**src/rtl/cpu_clk_step_ctrl.sv**
```systemverilog
// cpu_clk_step_ctrl: board-level CPU clock controller for the MIPS core FPGA tops.
//
// Divides iClk by DIV into a CPU clock (oCpuClk) with a matching one-iClk pulse
// (oTick) per emitted CPU cycle. Supports three modes:
//   RUN  - a tick is emitted every DIV cycles
//   STEP - one tick per debounced press of the step button
//   HALT - the divider is frozen at 0 and oCpuClk is held low
// Emitted cycles are counted, and one of NCH LED channels is registered onto oLED.
//
// Optional breakpoint: define CPU_CLK_BREAK_EN to add iPC, iBrkAddr, iBrkValid
// and oBrkHit. A breakpoint match at a RUN period end suppresses that tick and
// freezes RUN until the mode is changed to STEP or HALT.
//
// Ports:
//   iClk       board clock
//   iRst_n     asynchronous active-low reset
//   iMode      00 HALT, 01 RUN, 10 STEP, 11 HALT
//   iStep      raw step button (asynchronous, active-high, bouncy)
//   iCntClr    synchronous clear of the cycle counter
//   iSel       LED channel select
//   iChan      LED channels; channel k is at bits [k*LED_W +: LED_W]
//   oCpuClk    divided clock to the core
//   oTick      one-iClk pulse per emitted CPU cycle
//   oCycleCnt  count of emitted CPU cycles
//   oStepPend  step armed but not yet emitted
//   oLED       selected channel (one cycle of latency)
module cpu_clk_step_ctrl #(
  parameter int unsigned DIV        = 20,
  parameter int unsigned DEB_CYCLES = 16,
  parameter int unsigned CNT_W      = 32,
  parameter int unsigned NCH        = 4,
  parameter int unsigned LED_W      = 8
) (
  input  logic                     iClk,
  input  logic                     iRst_n,
  input  logic [1:0]               iMode,
  input  logic                     iStep,
  input  logic                     iCntClr,
  input  logic [$clog2(NCH)-1:0]   iSel,
  input  logic [NCH*LED_W-1:0]     iChan,
`ifdef CPU_CLK_BREAK_EN
  input  logic [31:0]              iPC,
  input  logic [31:0]              iBrkAddr,
  input  logic                     iBrkValid,
  output logic                     oBrkHit,
`endif
  output logic                     oCpuClk,
  output logic                     oTick,
  output logic [CNT_W-1:0]         oCycleCnt,
  output logic                     oStepPend,
  output logic [LED_W-1:0]         oLED
);

  localparam int unsigned DivW = $clog2(DIV);
  localparam int unsigned DebW = $clog2(DEB_CYCLES + 1);
  localparam int unsigned SelW = $clog2(NCH);

  logic [DivW-1:0]  divCntQ;
  logic             sync1Q, sync2Q;
  logic             debLvlQ;
  logic [DebW-1:0]  debCntQ;

  logic             modeRun, modeStep, modeHalt;
  logic             periodEnd, halfPoint, runAllowed, emit;
  logic             debDiff, debDone, stepReq;
  logic [LED_W-1:0] ledD;

  // 2'b11 is deliberately decoded as HALT.
  assign modeRun  = (iMode == 2'b01);
  assign modeStep = (iMode == 2'b10);
  assign modeHalt = !modeRun && !modeStep;

  assign periodEnd = !modeHalt && (divCntQ == DivW'(DIV - 1));
  // Last cycle of the high phase: divCnt becomes DIV/2 at the next edge.
  assign halfPoint = (divCntQ == DivW'(DIV / 2 - 1));

`ifdef CPU_CLK_BREAK_EN
  // A match at the period end suppresses the tick in the same cycle it is seen.
  assign runAllowed = !oBrkHit && !(iBrkValid && (iPC == iBrkAddr));
`else
  assign runAllowed = 1'b1;
`endif

  assign emit = periodEnd && ((modeRun && runAllowed) || (modeStep && oStepPend));

  // Debounce: accept the synced level after DEB_CYCLES consecutive differing samples.
  assign debDiff = (sync2Q != debLvlQ);
  assign debDone = debDiff && (debCntQ == DebW'(DEB_CYCLES - 1));
  assign stepReq = debDone && sync2Q;

  always_comb begin
    ledD = '0;
    for (int k = 0; k < int'(NCH); k++) begin
      if (iSel == SelW'(k)) begin
        ledD = iChan[k*LED_W +: LED_W];
      end
    end
  end

  always_ff @(posedge iClk or negedge iRst_n) begin
    if (!iRst_n) begin
      divCntQ   <= '0;
      sync1Q    <= 1'b0;
      sync2Q    <= 1'b0;
      debLvlQ   <= 1'b0;
      debCntQ   <= '0;
      oCpuClk   <= 1'b0;
      oTick     <= 1'b0;
      oCycleCnt <= '0;
      oStepPend <= 1'b0;
      oLED      <= '0;
`ifdef CPU_CLK_BREAK_EN
      oBrkHit   <= 1'b0;
`endif
    end else begin
      sync1Q <= iStep;
      sync2Q <= sync1Q;

      if (!debDiff) begin
        debCntQ <= '0;
      end else if (debDone) begin
        debLvlQ <= sync2Q;
        debCntQ <= '0;
      end else begin
        debCntQ <= debCntQ + DebW'(1);
      end

      if (modeHalt || periodEnd) begin
        divCntQ <= '0;
      end else begin
        divCntQ <= divCntQ + DivW'(1);
      end

      oTick <= emit;

      // HALT aborts any high phase immediately.
      if (modeHalt) begin
        oCpuClk <= 1'b0;
      end else if (emit) begin
        oCpuClk <= 1'b1;
      end else if (halfPoint) begin
        oCpuClk <= 1'b0;
      end

      // A press while already pending is dropped, not queued.
      if (!modeStep) begin
        oStepPend <= 1'b0;
      end else if (oStepPend) begin
        if (emit) begin
          oStepPend <= 1'b0;
        end
      end else if (stepReq) begin
        oStepPend <= 1'b1;
      end

      if (iCntClr) begin
        oCycleCnt <= '0;
      end else if (emit) begin
        oCycleCnt <= oCycleCnt + CNT_W'(1);
      end

      oLED <= ledD;

`ifdef CPU_CLK_BREAK_EN
      // Leaving RUN releases the breakpoint so STEP can move past it.
      if (!modeRun) begin
        oBrkHit <= 1'b0;
      end else if (periodEnd && iBrkValid && (iPC == iBrkAddr)) begin
        oBrkHit <= 1'b1;
      end
`endif
    end
  end

endmodule

```
**config.mk**
```make
export PLATFORM = sky130hd
export DESIGN_NAME = cpu_clk_step_ctrl
export DESIGN_NICKNAME = d
export VERILOG_FILES = /design/src/rtl/cpu_clk_step_ctrl.sv
export SDC_FILE = /design/constraint.sdc
export NUM_CORES = 1
export LEC_CHECK = 0
export ABC_AREA = 1
export BUFFER_PORTS_ARGS = -buffer_cell sky130_fd_sc_hd__buf_4
export CAP_MARGIN = 20
export CORE_MARGIN = 5
export CORE_UTILIZATION = 35
export CTS_CLUSTER_DIAMETER = 80
export CTS_CLUSTER_SIZE = 10
export DETAILED_ROUTE_END_ITERATION = 8
export SYNTH_ARGS = -nofsm -noshare
export SYNTH_HDL_FRONTEND = slang
export SYNTH_SLANG_ARGS = --single-unit
```
**constraint.sdc**
```tcl
create_clock -name iClk -period 2.1 [get_ports iClk]
set_input_delay 0.21 -clock iClk [delete_from_list [all_inputs] [get_ports iClk]]
set_output_delay 0.21 -clock iClk [all_outputs]
set_load 0.005 [all_outputs]
```
### Word level (Yosys, flattened, before mapping)

Cells that the tools add are included.

| storage, ports and cells | value |
|---|---|
| bits in registers | 56 |
| bits of input ports | 40 |
| output and inout port bits | 43 |

| operators by class | value |
|---|---|
| add/sub/neg operators | 3 |
| equality and inequality tests | 9 |
| muxes and demuxes | 16 |
| reductions and logical operators | 15 |

Operators by type and width:

| cell | number |
|---|---|
| 2-to-1 mux 32 bit | 2 |
| adder 32 x 1 -> 32 bit, second input constant | 1 |
| 2-to-1 mux 8 bit | 4 |
| 2-to-1 mux 5 bit | 3 |
| adder 5 x 1 -> 5 bit, second input constant | 2 |
| equality test 5 x 4 -> 1 bit, second input constant | 2 |
| 2-to-1 mux 1 bit | 7 |
| equality test 2 bit, second input constant | 3 |
| logical AND 1 bit | 6 |
| equality test 5 bit, second input constant | 1 |
| equality test 2 x 1 -> 1 bit, second input constant | 2 |
| logical NOT 1 bit | 3 |
| nonzero test 3 bit | 1 |
| logical NOT 2 bit | 1 |
| logical OR 1 bit | 2 |
| AND reduction 2 bit | 1 |
| nonzero test 2 bit | 1 |
| != test 1 bit | 1 |

### Logic depth before layout (Yosys ltp)

| depth | value |
|---|---|
| word-level depth | 9 |
| depth in mapped cells | 12 |
| gate-level depth less buffers | 12 |

### Worst setup path after synthesis

OpenSTA, ideal clock, no wires.

| timing path | value |
|---|---|
| path type | flip-flop to flip-flop |
| start | register divCntQ[0] |
| end | register oCycleCnt[27] |
| setup time | 0.117 ns |
| data arrival time | 1.377 ns |
| path slack | 0.606 ns |
| stages on the path, launching flop included | 10 |
| clock period less this slack | 1.494 ns |
| path through | dfrtp_1 ha_1 nand2_1 clkinv_1 nand4_4 nand2_1 inv_1 nor2_1 nor2_1 nor2_1 |

| between the ends | value |
|---|---|
| longest elaborated chain between the ends | 4 |

Ends and longest elaborated chain:

| element | RTL line | text |
|---|---|---|
| start, declared | 58 | `logic [DivW-1:0] divCntQ;` |
| start signal, assigned | 131 | `divCntQ <= divCntQ + DivW'(1);` |
| equality test 5 bit | 73 | `assign periodEnd = !modeHalt && (divCntQ == DivW'(DIV - 1));` |
| logical AND 1 bit | 73 |  |
| logical AND 1 bit | 84 | `assign emit = periodEnd && ((modeRun && runAllowed) \|\| (modeStep && oStepPend));` |
| nonzero test 2 bit (no line) | n/a |  |
| end signal, assigned | 159 | `oCycleCnt <= oCycleCnt + CNT_W'(1);` |
| end, declared | 49 | `output logic [CNT_W-1:0] oCycleCnt,` |

No other way between the ends.
A chain may end at the register's enable or synchronous reset.

### Final worst setup path

| timing path | value |
|---|---|
| start | register divCntQ[0] |
| end | register oCycleCnt[6] |

The elaborated chain is that of the path after synthesis.

==> metrics.txt <==
Layout area overhead 26.63%; clock input transition at the sequential cells of the worst setup and hold paths 120 ps; Initial Util 35.63%; post-synthesis cell area 3092 um2; die area 10810 um2; RSZ-0062 raised after global routing false; CP Class register to register; endpoint class of the critical path register; Clock Tree Root clkbuf_8; vias in the first global route 2825; Crit path buffers/inverters 1; Final ANT Viol Nets 0; TNS Setup 0 ps; Worst path max stage delay 400 ps; worst skew pair latency 320 ps; gpl congestion 0.8446; CTS resizes 0; CTS Buf Count 5; via/cell ratio 4.737; Syn Inst Count 413; worst slew pin tran 742.5 ps; peak supply drop 240.6 uV; drt total wl 7.747 mm; number of max-cap violations 0; Post-synth EDFFs 0; leakage power 1.866 nW; synthesized area per cell 7.486 um2; top area cells in the synthesized netlist dfrtp_1, nand2_1, nor2_1; Synth cell types 28; Pre-Repair DR Iteration Count 4; crit-path cells ha_1 > nand2_1 > clkinv_1 > nand3_2 > nor2_4 > nand2_1 > o21ai_0 > a21oi_1; largest net degree at the start of global routing 57; I/O pin count 83; initial antenna violation count 0; worst-path maximum fanout 15; sequential share of the synthesized area 45.33%; Remaining DRCs 0; Synth Net Count 459; Routed WL per cell 12.72 um; clock buffer depth 2; n_diodes 0; FMAX 0.5458 GHz; status complete, no violations; number of port buffers 82; most frequent cells in the layout nand2_1, buf_4, nor2_1; Main synth FF type dfrtp_1; fin area 3915 um2; gr ovfl total 0; Hold WC Path Type primary input to register; commonest non-fill, non-tap cell in the layout nand2_1; DP Area 3805 um2; Critical Path AT 2040 ps; synthesis-stage register bit count 56; global-route wire length before repair 13.30 mm; Slowest-stage cell, CP dfrtp_1; Period minus WS final 1832 ps; Sink Count 56; H-tree Lvls 2; gr usage total 14.49%; area leader, netlist dfrtp_1; Vias 2885; post-synth top area share 45.33%; die width 104.0 um; ratio of final minimum period to clock period 87.25%; Final #Nets 546; Final Setup Violations 0; Post-synth ARST share 100.0%; Total Power 1.956 mW; Die Span Y 104.0 um; fin. max-slew vios 0; CTS tree done; slew margin rel. 50.50%; clk_skew 19.93 ps; CP Launch Type register; Crit path max-delay family simple AND/OR/NAND/NOR gates; setup bufs post-CTS 0; share of layout cells above drive strength 1 21.96%; num rows 34; Yosys warning total 0; PwrDens 499.5 nW/um2; Worst Path Required 2310 ps; Final Hold Viols 0; core area 8678 um2; most frequent CP cell nand2_1; initial drt markers 158; hpwl dp 6.024 mm
## layer usage
metal  up-vias  track usage [%]  part of all wire, %
met5         -                0                    0
li1       1485                -                    -
met2        80            23.95                   47
met1      1314            18.28                   44
met3         6            4.842                  8.1
met4         0            3.423                  1.0
## path summary, 6_finish.rpt
path                                       from                   endpoint  slack, ps  depth (start not counted)
hold reg to reg                sync1Q$_DFF_PN0_           sync2Q$_DFF_PN0_        360                          0
hold / removal                        iChan[20]          oLED[4]$_DFF_PN0_        100                          3
min in group asynchronous                iRst_n  oCycleCnt[22]$_DFFE_PN0P_        490                          2
setup / recovery           divCntQ[0]$_DFF_PN0_   oCycleCnt[6]$_DFFE_PN0P_        270                          8
setup reg to reg           divCntQ[0]$_DFF_PN0_   oCycleCnt[6]$_DFFE_PN0P_        270                          8
max in group asynchronous                iRst_n  oCycleCnt[19]$_DFFE_PN0P_       1100                          2
## per-stage QoR
stage	cells	hold slack [ps]	setup slack (ps)	util, %
2_1_floorplan	413	-85.59	605.7	-
3_3_place_gp	599	317.4	355.8	43.84
3_5_place_dp	599	320.5	267.7	43.84
4_1_cts	609	89.91	282.1	45.11
5_1_grt	609	93.59	94.09	45.11
6_report	609	100.4	267.7	45.11
## report_power, final
part	total (mW)	switching, mW	internal [mW]
clock network	0.614	0.376	0.238
logic	0.213	0.108	0.104
registers	1.13	0.0200	1.11
total	1.96	0.504	1.45
## worst register-to-register path: stages, from the launching register on
cell      delay, ps
dfrtp_1         400
ha_1            220
nand2_1          70
clkinv_1        100
nand3_2          90
nor2_4          340
nand2_1         130
o21ai_0         270
a21oi_1         100
## logic make-up (layout without fill, tap and decap cells)
family / count (synthesis) / count (layout) / share of synthesized area (%)
DFF: 56 / 56 / 45.33
buffers and inverters: 51 / 139 / 7.041
AOI/OAI and AO/OA: 38 / 38 / 6.880
adders and majority gates: 6 / 6 / 2.428
and+or+nand+nor: 258 / 258 / 37.19
xor gates and xnor gates: 4 / 4 / 1.133
## sequential cells by signal, indices dropped and copies added, names as in the netlist
register	flops
oCycleCnt	32
oLED	8
debCntQ	5
divCntQ	5
debLvlQ	1
oCpuClk	1
oStepPend	1
oTick	1
sync1Q	1
sync2Q	1
## synth_stat cells, types with 6 or more instances
| master | instances |
|---|---|
| nand2_1 | 123 |
| ha_1 | 6 |
| a21oi_1 | 20 |
| o21ai_0 | 10 |
| nand4_1 | 8 |
| nand3_1 | 26 |
| dfrtp_1 | 56 |
| inv_1 | 44 |
| nor2_1 | 75 |
| nor2_4 | 8 |
| nor3_1 | 7 |
## area by class of cell
type | instances | area, um2
fill | 892 | 4763
multi-input combinational | 306 | 1473
sequential | 56 | 1401
timing repair buffer | 85 | 643.1
inverter | 46 | 172.7
tap | 108 | 135.1
clock buffer | 5 | 68.82
clock inverter | 3 | 21.27
## repair_timing
| item | CTS | global route |
|---|---|---|
| hold endpoints to repair | 57 | 0 |
| endpoints found under the setup margin | 0 | 0 |
| hold buffers | 2 | 0 |
Power figures use the tool's default switching activity.
